[src/rtl/alu_pkg.sv]
// Shared ALU definitions: ALU_FUN opcodes, result-unit select codes and the
// command sequencer FSM encoding.
package alu_pkg;

  localparam logic [3:0] OP_ADD   = 4'b0000;
  localparam logic [3:0] OP_SUB   = 4'b0001;
  localparam logic [3:0] OP_MUL   = 4'b0010;
  localparam logic [3:0] OP_DIV   = 4'b0011;
  localparam logic [3:0] OP_AND   = 4'b0100;
  localparam logic [3:0] OP_OR    = 4'b0101;
  localparam logic [3:0] OP_NAND  = 4'b0110;
  localparam logic [3:0] OP_NOR   = 4'b0111;
  localparam logic [3:0] OP_NOP   = 4'b1000;
  localparam logic [3:0] OP_EQ    = 4'b1001;
  localparam logic [3:0] OP_GT    = 4'b1010;
  localparam logic [3:0] OP_LT    = 4'b1011;
  localparam logic [3:0] OP_SHR_A = 4'b1100;
  localparam logic [3:0] OP_SHL_A = 4'b1101;
  localparam logic [3:0] OP_SHR_B = 4'b1110;
  localparam logic [3:0] OP_SHL_B = 4'b1111;

  typedef enum logic [1:0] {
    UNIT_ARITH = 2'b00,
    UNIT_LOGIC = 2'b01,
    UNIT_CMP   = 2'b10,
    UNIT_SHIFT = 2'b11
  } unit_sel_t;

  typedef enum logic [1:0] {
    ST_IDLE  = 2'b00,
    ST_ISSUE = 2'b01,
    ST_WAIT  = 2'b10,
    ST_DONE  = 2'b11
  } seq_state_t;

endpackage

[src/rtl/alu_result_mux.sv]
// Selects the result, flag and carry of one ALU unit using the unit field
// (ALU_FUN[3:2]) of the issued opcode.
module alu_result_mux
  import alu_pkg::*;
#(
  parameter int WIDTH = 16
) (
  input  logic [1:0]       unit_sel,
  input  logic [WIDTH-1:0] arith_out,
  input  logic [WIDTH-1:0] logic_out,
  input  logic [WIDTH-1:0] cmp_out,
  input  logic [WIDTH-1:0] shift_out,
  input  logic             carry_in,
  input  logic             arith_flag,
  input  logic             logic_flag,
  input  logic             cmp_flag,
  input  logic             shift_flag,
  output logic [WIDTH-1:0] sel_data,
  output logic             sel_flag,
  output logic             sel_carry
);

  // Carry is only meaningful for the arithmetic unit; other units report 0.
  always_comb begin
    sel_data  = '0;
    sel_flag  = 1'b0;
    sel_carry = 1'b0;
    case (unit_sel_t'(unit_sel))
      UNIT_ARITH: begin
        sel_data  = arith_out;
        sel_flag  = arith_flag;
        sel_carry = carry_in;
      end
      UNIT_LOGIC: begin
        sel_data = logic_out;
        sel_flag = logic_flag;
      end
      UNIT_CMP: begin
        sel_data = cmp_out;
        sel_flag = cmp_flag;
      end
      UNIT_SHIFT: begin
        sel_data = shift_out;
        sel_flag = shift_flag;
      end
      default: ;
    endcase
  end

endmodule

[src/rtl/alu_cmd_sequencer.sv]
// Command stage in front of the registered ALU: accepts one request, waits out
// the ALU latency, then returns the selected unit's result over valid/ready.
module alu_cmd_sequencer
  import alu_pkg::*;
#(
  parameter int WIDTH   = 16,
  parameter int ALU_LAT = 1
) (
  input  logic             clk,
  input  logic             rst,
  input  logic             cmd_valid,
  output logic             cmd_ready,
  input  logic [WIDTH-1:0] cmd_a,
  input  logic [WIDTH-1:0] cmd_b,
  input  logic [3:0]       cmd_fun,
  output logic [WIDTH-1:0] alu_a,
  output logic [WIDTH-1:0] alu_b,
  output logic [3:0]       alu_fun,
  input  logic [WIDTH-1:0] alu_arith_out,
  input  logic [WIDTH-1:0] alu_logic_out,
  input  logic [WIDTH-1:0] alu_cmp_out,
  input  logic [WIDTH-1:0] alu_shift_out,
  input  logic             alu_carry_out,
  input  logic             alu_arith_flag,
  input  logic             alu_logic_flag,
  input  logic             alu_cmp_flag,
  input  logic             alu_shift_flag,
  output logic             rsp_valid,
  input  logic             rsp_ready,
  output logic [WIDTH-1:0] rsp_data,
  output logic             rsp_carry,
  output logic             rsp_err,
  output logic             busy
);

  localparam int CNT_W = (ALU_LAT > 1) ? $clog2(ALU_LAT) : 1;

  seq_state_t       state_q, state_d;
  logic [CNT_W-1:0] cnt_q, cnt_d;
  logic [WIDTH-1:0] alu_a_q, alu_a_d, alu_b_q, alu_b_d;
  logic [3:0]       alu_fun_q, alu_fun_d;
  logic [WIDTH-1:0] rsp_data_q, rsp_data_d;
  logic             rsp_carry_q, rsp_carry_d;
  logic             rsp_err_q, rsp_err_d;
  logic             rsp_valid_q, rsp_valid_d;
  logic             cmd_ready_q, cmd_ready_d;

  logic [WIDTH-1:0] sel_data;
  logic             sel_flag;
  logic             sel_carry;

  alu_result_mux #(.WIDTH(WIDTH)) u_result_mux (
    .unit_sel   (alu_fun_q[3:2]),
    .arith_out  (alu_arith_out),
    .logic_out  (alu_logic_out),
    .cmp_out    (alu_cmp_out),
    .shift_out  (alu_shift_out),
    .carry_in   (alu_carry_out),
    .arith_flag (alu_arith_flag),
    .logic_flag (alu_logic_flag),
    .cmp_flag   (alu_cmp_flag),
    .shift_flag (alu_shift_flag),
    .sel_data   (sel_data),
    .sel_flag   (sel_flag),
    .sel_carry  (sel_carry)
  );

  // Divide-by-zero is answered directly from IDLE without touching the ALU.
  always_comb begin
    state_d     = state_q;
    cnt_d       = cnt_q;
    alu_a_d     = alu_a_q;
    alu_b_d     = alu_b_q;
    alu_fun_d   = alu_fun_q;
    rsp_data_d  = rsp_data_q;
    rsp_carry_d = rsp_carry_q;
    rsp_err_d   = rsp_err_q;
    rsp_valid_d = rsp_valid_q;
    case (state_q)
      ST_IDLE: begin
        if (cmd_valid) begin
          alu_a_d   = cmd_a;
          alu_b_d   = cmd_b;
          alu_fun_d = cmd_fun;
          if (cmd_fun == OP_DIV && cmd_b == '0) begin
            rsp_data_d  = '0;
            rsp_carry_d = 1'b0;
            rsp_err_d   = 1'b1;
            rsp_valid_d = 1'b1;
            state_d     = ST_DONE;
          end else begin
            state_d = ST_ISSUE;
          end
        end
      end
      ST_ISSUE: begin
        cnt_d   = CNT_W'(ALU_LAT - 1);
        state_d = ST_WAIT;
      end
      ST_WAIT: begin
        if (cnt_q == '0) begin
          rsp_data_d  = sel_data;
          rsp_carry_d = sel_carry;
          rsp_err_d   = ~sel_flag;
          rsp_valid_d = 1'b1;
          state_d     = ST_DONE;
        end else begin
          cnt_d = cnt_q - 1'b1;
        end
      end
      ST_DONE: begin
        if (rsp_ready) begin
          rsp_valid_d = 1'b0;
          state_d     = ST_IDLE;
        end
      end
      default: state_d = ST_IDLE;
    endcase
    cmd_ready_d = (state_d == ST_IDLE);
  end

  // cmd_ready is registered so it reads 0 while reset is held.
  always_ff @(posedge clk or negedge rst) begin
    if (!rst) begin
      state_q     <= ST_IDLE;
      cnt_q       <= '0;
      alu_a_q     <= '0;
      alu_b_q     <= '0;
      alu_fun_q   <= OP_NOP;
      rsp_data_q  <= '0;
      rsp_carry_q <= 1'b0;
      rsp_err_q   <= 1'b0;
      rsp_valid_q <= 1'b0;
      cmd_ready_q <= 1'b0;
    end else begin
      state_q     <= state_d;
      cnt_q       <= cnt_d;
      alu_a_q     <= alu_a_d;
      alu_b_q     <= alu_b_d;
      alu_fun_q   <= alu_fun_d;
      rsp_data_q  <= rsp_data_d;
      rsp_carry_q <= rsp_carry_d;
      rsp_err_q   <= rsp_err_d;
      rsp_valid_q <= rsp_valid_d;
      cmd_ready_q <= cmd_ready_d;
    end
  end

  assign alu_a     = alu_a_q;
  assign alu_b     = alu_b_q;
  assign alu_fun   = alu_fun_q;
  assign rsp_data  = rsp_data_q;
  assign rsp_carry = rsp_carry_q;
  assign rsp_err   = rsp_err_q;
  assign rsp_valid = rsp_valid_q;
  assign cmd_ready = cmd_ready_q;
  assign busy      = (state_q != ST_IDLE);

endmodule

[config.mk]
export PLATFORM = sky130hd
export DESIGN_NAME = alu_cmd_sequencer
export DESIGN_NICKNAME = d
export VERILOG_FILES = /design/src/rtl/alu_pkg.sv /design/src/rtl/alu_result_mux.sv /design/src/rtl/alu_cmd_sequencer.sv
export SDC_FILE = /design/constraint.sdc
export NUM_CORES = 1
export LEC_CHECK = 0
export CORE_ASPECT_RATIO = 1.2
export CORE_MARGIN = 4
export CORE_UTILIZATION = 40
export CTS_BUF_LIST = sky130_fd_sc_hd__clkbuf_16
export DETAILED_ROUTE_END_ITERATION = 7
export PLACE_DENSITY_LB_ADDON = 0.25
export SLEW_MARGIN = 20
export SYNTH_ARGS = -nofsm -noshare
export SYNTH_HDL_FRONTEND = slang
export SYNTH_SLANG_ARGS = --single-unit
[constraint.sdc]
create_clock -name clk -period 4.2 [get_ports clk]
set_input_delay 0.84 -clock clk [delete_from_list [all_inputs] [get_ports clk]]
set_output_delay 0.84 -clock clk [all_outputs]
set_load 0.01 [all_outputs]
==> results.cfg <==
[detailed_routing]
num_vias = 2284
vias_per_cell = 5.031
routed_wl_mm = 7.703
drtPass1Iterations = 4
ant_nets = 0
drcViolationCount = 0
drt_iter0_markers = 54
wl_per_cell_um = 16.97

[hold_path]
hold_depth = 1
hold_class = reg2reg

[worst_setup_path]
end_kind = flop
r2r_cells = 3
crit_chain = clkdlybuf4s50_1 -> or4_4 -> nor4_2 -> and3_1 -> o21ai_0
slowest_delay_ns = 0.79
cp_max_fo = 19
worst-setup-path-type = in2reg
critPathArrivalTime_ns = 3.10
critPathRequiredTime_ns = 4.34
startpoint_type = primary input
critPathSlowestCell = and3_1

[die]
die_y_um = 98.56
initial_core_util = 0.4189
dieArea_sq_mm = 0.008227
pin_count = 166
num_rows = 32
die_w_um = 83.47
fp.coreArea_sq_mm = 0.006526

[power]
powerDensity_mw_per_mm2 = 682.5
switching_share = 0.3158
p_switching_mw = 1.008
ir_worst_vdd_mv = 0.3484
clkPwrFrac = 0.190
p_int_mw = 2.183
p_leak_nw = 1.885
power_frac_seq = 0.323
p_comb_frac = 0.487

[clock_tree]
clkSlewWorstSetupHoldPaths_ns = 0.05
clk_latency_ns = 0.31
cts-buffers-inserted = 9
clock-sinks = 58
hold_buffers = 0
cts_buffer_depth = 2
cts_root_buf = clkbuf_16
cts_resized = 0
postCtsSetupBuffers = 0
cts_tree = yes
htree_num_levels = 3

[layout]
fin_area_sq_mm = 0.004676
fill_cells = 471
final_core_util = 0.7164
layout-drive-gt1-share = 0.2331
diodes = 0
nets = 475
area_delta_synth_final_pct = 71.03

[synth]
syn_nets = 310
postSynthAreaPerCell_sq_um = 13.60
ys_seq_area_frac = 0.5314
yosysUniqueCellTypes = 26
yosysWarnings = 0
netlist_instances = 201
postSynthRegisterBits = 58
synth_area_sq_mm = 0.002734

[timing]
period_minus_slack_ns = 2.968
worstMarginPinSlew_ns = 0.9732
relSlewSlack = 0.3497
finalSetupViolCount = 0
fmax_mhz = 336.9
grt_setup_unrepaired = false
layout_setup_ws_ns = 1.232
fin_skew_ns = 0.006672
final.setup.tns_ns = 0
hold_violations = 0
slew_violations = 0
final.period_utilization = 0.7066

[placed_design]
placed_area_sq_mm = 0.004427
numPortBuffers = 165
dp_hpwl_mm = 5.858
place_ws_ns = 0.8934
place_congestion = 0.7805

[global_routing]
grt_pass1_wl_mm = 12.88
antenna_found_initial = 0
grt_pass1_vias = 2660
gr-total-overflow = 0
grt_use_total = 0.1942
grt_max_degree = 59

[status]
status = complete, no violations

[flow_run]
drv_cap = 0
==> power groups by stage <==
stage               clock [mW]  sequential [mW]  combinational [mW]
floorplan                    0             1.12               0.672
global placement             0             1.02                1.54
detailed placement           0             1.04                1.57
CTS                      0.623             1.04                1.59
global route             0.649             1.07                1.69
finish                   0.605             1.03                1.55
==> critical path, delay by kind of cell <==
kind                   cells  cell delay [ns]
AO/OA/AOI/OAI              1             0.25
AND/OR/NAND/NOR            3             1.59
buffers and inverters      1             0.42
==> cell usage in the layout, fill, tap and decap left out <==
cell             Yosys  routed
clkdlybuf4s50_1      0     164
dfrtp_1             57      57
nand2_1             36      36
mux2_2              36      36
mux4_2              17      17
o21ai_2             10      10
clkbuf_16            0       9
o21ai_0              8       8
clkinv_2             0       4
nor2_1               3       3
nor4_1               3       3
buf_4                0       3
and3_1               2       2
a31oi_1              2       2
nand3_1              2       2
inv_1                1       1
a21oi_1              1       1
or2_1                1       1
or4_4                1       1
nor4_2               1       1
nor2_4               1       1
nand2b_1             1       1
nor2b_1              1       1
o31a_2               1       1
a211o_2              1       1
dfstp_2              1       1
clkinv_1             0       1
buf_2                5       1
==> final timing paths <==
check                         endpoint        from  slack, ns
setup / recovery           rsp_data[4]   cmd_b[10]       1.23
hold / removal               rsp_valid   rsp_valid       0.49
setup reg to reg              alu_b[9]  state_q[1]       2.14
hold reg to reg              rsp_valid   rsp_valid       0.49
max in group asynchronous    alu_b[11]         rst       3.04
min in group asynchronous  rsp_data[3]         rst       0.69
==> through the flow <==
step                instances  total power, mW  hold WS, ns
floorplan                 201            1.796       0.5056
CTS                       454            3.245       0.4955
global placement          440            2.568       0.4755
detailed placement        440            2.612       0.4840
finish                    454            3.191       0.4933
global route              454            3.409       0.5153
==> Yosys cell counts <==
cell type | instances | area share
nor2_4 | 1 | 0.0041
dfrtp_1 | 57 | 0.52
a211o_2 | 1 | 0.0037
nand2_1 | 36 | 0.049
o21ai_2 | 10 | 0.032
nand3_1 | 2 | 0.0037
o21ai_0 | 8 | 0.015
or2_1 | 1 | 0.0023
o31a_2 | 1 | 0.0037
buf_2 | 5 | 0.0092
or4_4 | 1 | 0.0041
nor2b_1 | 1 | 0.0023
and3_1 | 2 | 0.0046
dfstp_2 | 1 | 0.0096
nor4_1 | 3 | 0.0069
mux2_2 | 36 | 0.15
nand2b_1 | 1 | 0.0023
nor4_2 | 1 | 0.0046
a31oi_1 | 2 | 0.0046
mux4_2 | 17 | 0.14
nor2_1 | 3 | 0.0041
buf_6 | 1 | 0.0041
clkbuf_1 | 7 | 0.0096
a21oi_1 | 1 | 0.0018
buf_12 | 1 | 0.0073
inv_1 | 1 | 0.0014
==> kinds of logic after synthesis <==
logic type             after synthesis  share of synthesized area
AOI/OAI and AO/OA                   23                    0.06041
buffers and inverters               15                    0.03158
DFF                                 58                     0.5314
muxes                               53                     0.2883
and+or+nand+nor                     52                    0.08833
==> layout make-up <==
class | count | area [sq um] | share of cell area
clock inverters | 5 | 23.77 | 0.005084
clock buffers | 9 | 225.2 | 0.04817
well taps | 85 | 106.4 | 0.02275
multi-input cells | 128 | 1195 | 0.2556
inverters | 1 | 3.754 | 0.0008028
flip-flops and latches | 58 | 1453 | 0.3107
repair buffers | 168 | 1669 | 0.3570
==> flip-flops by register name (all words and copies together) (netlist names) <==
register and flops:
state_q 2, rsp_valid 1, alu_a 16, rsp_err 1, rsp_data 16, rsp_carry 1, cmd_ready 1, alu_b 16
alu_fun 4
==> layer usage <==
metal  vias to the layer above  wire length, um  global-route usage  part of all wire
li1                       1056                -                   -                 -
met1                      1114             2801              0.2029              0.36
met2                       107             3998              0.3475              0.52
met3                         7              822             0.09030              0.11
met4                         0               80             0.06064             0.010
met5                         -                0                   0                 0
Note: power is estimated with default switching activity, not from simulation.
